## src/rtl/enigma_pkg.sv

```systemverilog
// Shared constants and types for the Enigma rotor configuration path.
//   ROTOR_CNT  : number of rotors configured per sequence
//   POS_W      : width of a rotor position
//   POS_MAX    : highest legal rotor position (A..Z -> 0..25)
//   SEL_W      : width of the slot-select bus
//   SEL_COMMIT : slot-select code that tells the receiver to commit/enable
//   state_t    : transmitter FSM states
package enigma_pkg;

    localparam int                  ROTOR_CNT  = 3;
    localparam int                  POS_W      = 5;
    localparam logic [POS_W-1:0]    POS_MAX    = 5'd25;
    localparam int                  SEL_W      = 2;
    localparam logic [SEL_W-1:0]    SEL_COMMIT = 2'b11;

    typedef enum logic [1:0] {
        StIdle,
        StSend,
        StCommit
    } state_t;

endpackage

```

## src/rtl/rotor_config_tx_if.sv

```systemverilog
// Rotor configuration bus between the transmitter and the rotor bank.
//   pozitie_rotor_out    : slot select (0..2 = rotor, SEL_COMMIT = commit)
//   pozitie_initiala_out : initial position for the selected slot
//   cfg_valid_out        : qualifies both fields; receiver ignores them while low
// Modports: master = transmitter, slave = receiver.
interface rotor_config_tx_if;
    import enigma_pkg::*;

    logic [SEL_W-1:0] pozitie_rotor_out;
    logic [POS_W-1:0] pozitie_initiala_out;
    logic             cfg_valid_out;

    modport master (
        output pozitie_rotor_out,
        output pozitie_initiala_out,
        output cfg_valid_out
    );

    modport slave (
        input pozitie_rotor_out,
        input pozitie_initiala_out,
        input cfg_valid_out
    );

endinterface

```

## src/rtl/rotor_config_tx.sv

```systemverilog
// Sends one rotor configuration: three slots (rotor 0, 1, 2), each held for
// HOLD_CYCLES clocks, followed by a single commit cycle.
//   clk, rst          : clock, asynchronous active-high reset
//   start_in          : request a sequence (sampled only while idle)
//   abort_in          : cancel a sequence while slots are being sent
//   pozitie_{1,2,3}_in: initial positions for rotors 1..3 (legal 0..25)
//   cfg               : configuration bus (master side)
//   busy_out          : high from the first slot cycle through commit
//   done_out          : one-cycle pulse on the commit cycle
//   err_out           : one-cycle pulse when a request has an illegal position
module rotor_config_tx
    import enigma_pkg::*;
#(
    parameter int unsigned HOLD_CYCLES = 1
) (
    input  logic              clk,
    input  logic              rst,
    input  logic              start_in,
    input  logic              abort_in,
    input  logic [POS_W-1:0]  pozitie_1_in,
    input  logic [POS_W-1:0]  pozitie_2_in,
    input  logic [POS_W-1:0]  pozitie_3_in,
    rotor_config_tx_if.master cfg,
    output logic              busy_out,
    output logic              done_out,
    output logic              err_out
);

    // Counter counts down to zero, so it is loaded with HOLD_CYCLES-1.
    localparam logic [3:0] HoldLoad = 4'(HOLD_CYCLES - 1);

    state_t           state_q;
    logic [SEL_W-1:0] slot_q;
    logic [3:0]       hold_q;
    logic [POS_W-1:0] pos_q [ROTOR_CNT];

    logic [SEL_W-1:0] slot_nxt;
    logic             bad_req;

    assign slot_nxt = slot_q + 2'd1;
    assign bad_req  = (pozitie_1_in > POS_MAX) || (pozitie_2_in > POS_MAX) ||
                      (pozitie_3_in > POS_MAX);

    always_ff @(posedge clk or posedge rst) begin
        if (rst) begin
            state_q                  <= StIdle;
            slot_q                   <= '0;
            hold_q                   <= '0;
            pos_q                    <= '{default: '0};
            cfg.pozitie_rotor_out    <= '0;
            cfg.pozitie_initiala_out <= '0;
            cfg.cfg_valid_out        <= 1'b0;
            busy_out                 <= 1'b0;
            done_out                 <= 1'b0;
            err_out                  <= 1'b0;
        end else begin
            done_out <= 1'b0;
            err_out  <= 1'b0;
            case (state_q)
                StIdle: begin
                    // start_in wins over abort_in here; abort has no meaning in idle.
                    if (start_in) begin
                        pos_q[0] <= pozitie_1_in;
                        pos_q[1] <= pozitie_2_in;
                        pos_q[2] <= pozitie_3_in;
                        if (bad_req) begin
                            err_out <= 1'b1;
                        end else begin
                            state_q                  <= StSend;
                            slot_q                   <= '0;
                            hold_q                   <= HoldLoad;
                            cfg.pozitie_rotor_out    <= '0;
                            cfg.pozitie_initiala_out <= pozitie_1_in;
                            cfg.cfg_valid_out        <= 1'b1;
                            busy_out                 <= 1'b1;
                        end
                    end
                end
                StSend: begin
                    if (abort_in) begin
                        state_q                  <= StIdle;
                        slot_q                   <= '0;
                        hold_q                   <= '0;
                        cfg.pozitie_rotor_out    <= '0;
                        cfg.pozitie_initiala_out <= '0;
                        cfg.cfg_valid_out        <= 1'b0;
                        busy_out                 <= 1'b0;
                    end else if (hold_q != 4'd0) begin
                        hold_q <= hold_q - 4'd1;
                    end else if (slot_q == SEL_W'(ROTOR_CNT - 1)) begin
                        state_q                  <= StCommit;
                        cfg.pozitie_rotor_out    <= SEL_COMMIT;
                        cfg.pozitie_initiala_out <= '0;
                        done_out                 <= 1'b1;
                    end else begin
                        slot_q                   <= slot_nxt;
                        hold_q                   <= HoldLoad;
                        cfg.pozitie_rotor_out    <= slot_nxt;
                        cfg.pozitie_initiala_out <= pos_q[slot_nxt];
                    end
                end
                StCommit: begin
                    // Single cycle; abort_in and start_in are ignored here.
                    state_q                  <= StIdle;
                    slot_q                   <= '0;
                    hold_q                   <= '0;
                    cfg.pozitie_rotor_out    <= '0;
                    cfg.pozitie_initiala_out <= '0;
                    cfg.cfg_valid_out        <= 1'b0;
                    busy_out                 <= 1'b0;
                end
                default: begin
                    state_q <= StIdle;
                end
            endcase
        end
    end

endmodule
```

## src/flat_wrapper.sv

```systemverilog
// flat-port wrapper written by rule: the top's interface ports become plain ports
module rotor_config_tx_flat import enigma_pkg::*;
#(
    parameter int unsigned HOLD_CYCLES = 1
)
  (clk, rst, start_in, abort_in, pozitie_1_in, pozitie_2_in, pozitie_3_in, busy_out, done_out, err_out, cfg_pozitie_rotor_out, cfg_pozitie_initiala_out, cfg_cfg_valid_out);
  rotor_config_tx_if cfg_i ();
  input  logic clk;
  input  logic rst;
  input  logic start_in;
  input  logic abort_in;
  input  logic [POS_W-1:0] pozitie_1_in;
  input  logic [POS_W-1:0] pozitie_2_in;
  input  logic [POS_W-1:0] pozitie_3_in;
  output logic busy_out;
  output logic done_out;
  output logic err_out;
  output wire logic [$bits(cfg_i.pozitie_rotor_out)-1:0] cfg_pozitie_rotor_out;
  output wire logic [$bits(cfg_i.pozitie_initiala_out)-1:0] cfg_pozitie_initiala_out;
  output wire logic [$bits(cfg_i.cfg_valid_out)-1:0] cfg_cfg_valid_out;
  assign cfg_pozitie_rotor_out = cfg_i.pozitie_rotor_out;
  assign cfg_pozitie_initiala_out = cfg_i.pozitie_initiala_out;
  assign cfg_cfg_valid_out = cfg_i.cfg_valid_out;
  rotor_config_tx #(.HOLD_CYCLES(HOLD_CYCLES)) u_core (.clk(clk), .rst(rst), .start_in(start_in), .abort_in(abort_in), .pozitie_1_in(pozitie_1_in), .pozitie_2_in(pozitie_2_in), .pozitie_3_in(pozitie_3_in), .cfg(cfg_i), .busy_out(busy_out), .done_out(done_out), .err_out(err_out));
endmodule
```

## config.mk

```make
export PLATFORM = sky130hd
export DESIGN_NAME = rotor_config_tx_flat
export DESIGN_NICKNAME = d
export VERILOG_FILES = /design/src/rtl/enigma_pkg.sv /design/src/rtl/rotor_config_tx_if.sv /design/src/rtl/rotor_config_tx.sv /design/src/flat_wrapper.sv
export SDC_FILE = /design/constraint.sdc
export NUM_CORES = 1
export LEC_CHECK = 0
export CORE_ASPECT_RATIO = 1.4
export CORE_MARGIN = 1.5
export CORE_UTILIZATION = 47
export DETAILED_ROUTE_END_ITERATION = 7
export PLACE_DENSITY = 0.75
export SLEW_MARGIN = 20
export SYNTH_ARGS = -nofsm -noshare
export SYNTH_HDL_FRONTEND = slang
export SYNTH_SLANG_ARGS = --single-unit
```

## constraint.sdc

```tcl
create_clock -name clk -period 1.9 [get_ports clk]
set_input_delay 0.285 -clock clk [delete_from_list [all_inputs] [get_ports clk]]
set_output_delay 0.285 -clock clk [all_outputs]
set_load 0.02 [all_outputs]
```

Word-level counts from Yosys, hierarchy flattened --
Index checks and enable logic that the tools add are counted. W data, S select, Z words.
Storage, ports and cells: memories kept 0, register bits after elaboration 33, bits in latches 0, ROM bits 0, RAM bits 0
Operators by class: bitwise gates (word level) 1, equal/unequal tests 10, shifts and indexed selects 0, muxes and demuxes 42, divide/modulo/power cells 0, $add $sub $neg 2, reduce and logical (&&, ||, !) cells 11, magnitude comparators 4, multiply operators 0
Operators with widths (number):
- $mux W5 | 7
- $mux W2 | 13
- $mux W4 | 5
- $reduce_and A4 Y1 | 4
- $gt A5 B5 Y1 const B | 3
- $pmux W5 S3 | 1
- $pmux W2 S3 | 2
- $pmux W4 S3 | 1
- $bmux W5 S2 | 1
- $mux W1 | 10
- $ne A2 B2 Y1 const B | 3
- $ne A3 B3 Y1 const B | 2
- $reduce_and A5 Y1 | 1
- $eq A2 B2 Y1 const B | 2
- $ne A4 B3 Y1 const B | 1
- $pmux W2 S2 | 1
- $reduce_bool A4 Y1 | 1
- $sub A4 B1 Y4 const B | 1
- $ge A3 B3 Y1 const B | 1
- $ne A3 B2 Y1 const B | 1
- $not A2 Y3 | 1
- $pmux W1 S3 | 1
- $reduce_bool A3 Y1 | 1
- $add A2 B1 Y2 const B | 1
- 4 further kinds | 5

Logic depth before layout (Yosys ltp) --
word-level depth 9, gate-level depth with buffers 8

Least setup slack after synthesis --
Ideal clock, no wire load.
path type register to register, start register u_core.slot_q[0], end register u_core.cfg.pozitie_initiala_out[0], cell stages (with the launch flop) 9, data arrival time 1789 ps, slack -14 ps, buffers on the path 2, period minus slack after synthesis 1914 ps, cell sequence dfrtp_1 buf_2 inv_1 ha_1 buf_2 mux2_2 a22oi_1 o22ai_1 mux2_4
Between the ends: longest elaborated chain between the ends 9, elaborated cells between the ends (all ways) 10
RTL lines:
- start: declaration | RTL line rotor_config_tx.sv:33 | logic [SEL_W-1:0] slot_q;
- start signal: assignment | RTL line rotor_config_tx.sv:96 | slot_q <= slot_nxt;
- $add A2 B1 Y2 | RTL line rotor_config_tx.sv:40 | assign slot_nxt = slot_q + 2'd1;
- $not A2 Y3 (implied by the code) | RTL line rotor_config_tx.sv:99 | cfg.pozitie_initiala_out <= pos_q[slot_nxt];
- $bmux W5 S2 | RTL line rotor_config_tx.sv:99
- $mux W5 (implied by the code) (2 in a row) | RTL line rotor_config_tx.sv:99
- $mux W5 * | RTL line rotor_config_tx.sv:90 | end else if (slot_q == SEL_W'(ROTOR_CNT - 1)) begin
- $mux W5 * | RTL line rotor_config_tx.sv:88 | end else if (hold_q != 4'd0) begin
- $mux W5 * | RTL line rotor_config_tx.sv:80 | if (abort_in) begin
- $pmux W5 S3 * | RTL line rotor_config_tx.sv:59 | case (state_q)
- end signal: assignment | RTL line rotor_config_tx.sv:73 | cfg.pozitie_initiala_out <= pozitie_1_in;
- end signal: assignment | RTL line rotor_config_tx.sv:99
- end: declaration | RTL line rotor_config_tx_if.sv:15 | output pozitie_initiala_out,
Every way passes the cells marked *; elsewhere a longest branch is shown, timed or not. The select of a mux whose other input is x is not followed. A chain may end at the register's enable or synchronous reset.

Worst setup path in the final report --
start register u_core.state_q[0], end register u_core.cfg.pozitie_initiala_out[3]
Between the ends: longest elaborated chain between the ends 3, elaborated cells between the ends (all ways) 9
RTL lines:
- start: declaration | RTL line rotor_config_tx.sv:32 | state_t state_q;
- start signal: assignment | RTL line rotor_config_tx.sv:46 | state_q <= StIdle;
- start signal: assignment | RTL line rotor_config_tx.sv:69 | state_q <= StSend;
- start signal: assignment | RTL line rotor_config_tx.sv:81 | state_q <= StIdle;
- $eq A2 B1 Y1, or another cell as far along | RTL line rotor_config_tx.sv:59
- $ne A3 B3 Y1 (no line), or another cell as far along
- $reduce_and A4 Y1 (no line)
Parallel ways exist; a longest one is shown, timed or not.

==> impl_metrics.ini <==
[status]
status = finished clean

[power]
p_clk_frac = 0.176
internal_power_mw = 2.16
p_sw_mw = 1.13
pwr-share-seq = 0.346
leakage_nw = 1.01
power_density_nw_per_um2 = 1460
ir_drop_mv = 0.953
switching_share = 0.343
power.total_mw = 3.28
pwr-share-comb = 0.478

[timing]
hold_violations = 0
relSlewSlack = 0.648
tightest_slew_ns = 0.527
grt_setup_unrepaired = no
fin_skew_ns = 0.00634
fin_crit_sh = 0.949
fmax_ghz = 0.554
layout_min_cycle_time_ns = 1.80
setup_viol = 0
slew_viol_final = 0

[floorplan]
io_pins = 30
coreArea_sq_um = 3440
die_w_um = 54.4
die_h_um = 74.9
rows = 25
initial_core_util = 0.504
dieArea_sq_um = 4070

[placement]
gp_congestion = 0.905
dpl-instance-area_sq_um = 2130
numPortBuffers = 29
place_hpwl_mm = 2.77
dp_cells = 217

[global_route]
grt_pass1_vias = 1308
grt_start_max_net_pins = 34
grt_use_total = 0.207
grt_pass1_wl_mm = 5.93
antenna_found_initial = 0
overflow = 0

[setup_path]
cp_max_fo = 9
cp-end-kind = register
arrival_ns = 1.97
critPathRequiredTime_ns = 2.07
start_kind = register
worst-setup-path-type = reg2reg

[clock_network]
path_clk_slew_ns = 0.07
clkLatencyLatePin_ns = 0.28
numCtsBuffers = 5
cts_sinks = 33
clock_path_buffers = 2
cts-htree-levels = 2
cts_root_buf = clkbuf_8
postCtsHoldBufs = 0
cts_tree = built

[detailed_routing]
drt-vias-per-instance = 5.64
wl_mm = 3.60
vias = 1268
drt_iter0_drc = 28
firstDrtPassIters = 5
wl_per_cell_um = 16.0
antenna_left = 0
route.detailed.drc = 0

[yosys]
ys_types = 37
ys_ff_latch = 33
syn_nets = 169
synth_warnings = 0
yosysSeqAreaShare = 0.476
syn-cell-area_sq_um = 1740
synthCells = 144
synth_area_per_cell_sq_um = 12.1

[cells_and_area]
antennaDiodeCount = 0
post-route-util = 0.652
n_fill_cell = 282
synthToLayoutAreaGrowth_pct = 29.3
drive_gt1_frac = 0.265
finish.instance_area_sq_um = 2240
nNetsFinal = 209
fin_cells = 225

[run]
drv_cap = 0

[worst_hold_path]
hold_path_class = in2async
what timing repair did:
item / 4_1_cts / 5_1_grt
buffers inserted: 0 / 0
endpoints found under the setup margin: 0 / 4
gates resized for setup: 0 / 2
cells in the mapped netlist, drive strengths merged:
cell | n | area (sq um)
and2b | 1 | 7.51
a21oi | 4 | 31.3
a22oi | 4 | 30.0
inv | 13 | 48.8
o211ai | 3 | 63.8
a311oi | 1 | 8.76
o2bb2ai | 2 | 17.5
and3 | 1 | 6.26
buf | 4 | 22.5
a31oi | 1 | 6.26
mux2i | 3 | 30.0
a32o | 1 | 10.0
nor3b | 2 | 20.0
a221o | 1 | 10.0
dfrtp | 33 | 826
nand2 | 8 | 30.0
or2 | 1 | 8.76
o21ai | 7 | 35.0
and4 | 1 | 10.0
clkbuf | 1 | 3.75
ha | 6 | 75.1
nor3 | 3 | 15.0
nand4 | 2 | 27.5
mux2 | 22 | 274
nor2b | 2 | 12.5
o22ai | 8 | 50.1
nand2b | 3 | 18.8
a22o | 1 | 8.76
o32a | 1 | 10.0
nor2 | 4 | 17.5
cells in the final DEF, fill, tap and decap left out, types with 2 or more instances in the layout:
cell type / n
mux2_4: 7
nor2b_1: 2
nor2_1: 3
mux2_2: 15
ha_1: 5
a21oi_1: 3
o2bb2ai_1: 2
inv_1: 13
buf_4: 8
nand2_1: 8
nand2b_1: 3
a22oi_1: 4
dfrtp_1: 33
o211ai_4: 3
o21ai_0: 6
clkbuf_8: 7
o22ai_1: 8
mux2i_1: 3
nor3_1: 3
clkdlybuf4s50_1: 29
worst paths after layout:
path / startpoint / to / slack, ns / cells after the start
worst max-delay path: u_core.state_q[0] / u_core.cfg.pozitie_initiala_out[3] / 0.1 / 6
max in group asynchronous: rst / u_core.pos_q[7] / 1.20 / 3
worst max register to register: u_core.state_q[0] / u_core.cfg.pozitie_initiala_out[3] / 0.1 / 6
min in group clk: u_core.pos_q[12] / u_core.pos_q[12] / 0.50 / 2
worst min register to register: u_core.pos_q[12] / u_core.pos_q[12] / 0.50 / 2
worst min-delay path: rst / u_core.cfg.pozitie_initiala_out[4] / 0.39 / 3
layer usage:
metal | GRT usage | part of all wire | wire, um
met1 | 0.221 | 0.41 | 1470
met2 | 0.359 | 0.51 | 1850
met3 | 0.0496 | 0.039 | 140
met4 | 0.125 | 0.039 | 140
met5 | 0 | 0 | 0
state kept, by name, indices dropped and copies added, names as in the netlist:
signal and flops:
u_core.pos_q 15, u_core.done_out 1, u_core.cfg.pozitie_initiala_out 5, u_core.cfg.cfg_valid_out 1, u_core.state_q 2, u_core.err_out 1, u_core.hold_q 4, u_core.slot_q 2
u_core.cfg.pozitie_rotor_out 2
layout make-up:
cell class	count	area, sq um	area share
sequential	33	826	0.368
tap	40	50.0	0.0223
clock inverter	1	5.00	0.00223
timing repair buffer	38	370	0.165
inverter	13	48.8	0.0218
clock buffer	7	96.3	0.0429
multi-input combinational	93	847	0.378
critical path, stage by stage, from the launching register on:
cell,delay [ns]
dfrtp_1,0.42
ha_1,0.25
and2b_1,0.27
nand4_4,0.14
a21oi_4,0.17
buf_12,0.15
mux2_4,0.29
stage by stage:
stage / setup WS [ns] / setup TNS (ns) / hold slack, ns
after floorplan: 0.0244 / 0 / 0.414
after global placement: 0.0263 / 0 / 0.464
after detailed placement: -0.0135 / -0.0422 / 0.480
after CTS: 0.0520 / 0 / 0.413
after global routing: 0.00628 / 0 / 0.436
final: 0.0964 / 0 / 0.391
cells by family (layout without fill, tap and decap cells):
logic type / count (synthesis) / after routing / synth area share
muxes: 25 / 25 / 0.175
adders and majority gates: 6 / 6 / 0.0433
and+or+nand+nor: 28 / 28 / 0.100
buffers and inverters: 18 / 59 / 0.0433
DFF: 33 / 33 / 0.476
AOI/OAI and AO/OA: 34 / 34 / 0.162
power groups by stage:
stage	Combinational (mW)	Sequential, mW	Clock, mW
after floorplan	0.980	1.18	0
final	1.57	1.14	0.579
after detailed placement	1.55	1.14	0
after global routing	1.71	1.16	0.615
after CTS	1.55	1.13	0.588
after global placement	1.50	1.13	0
Note: power is estimated with default switching activity, not from simulation.
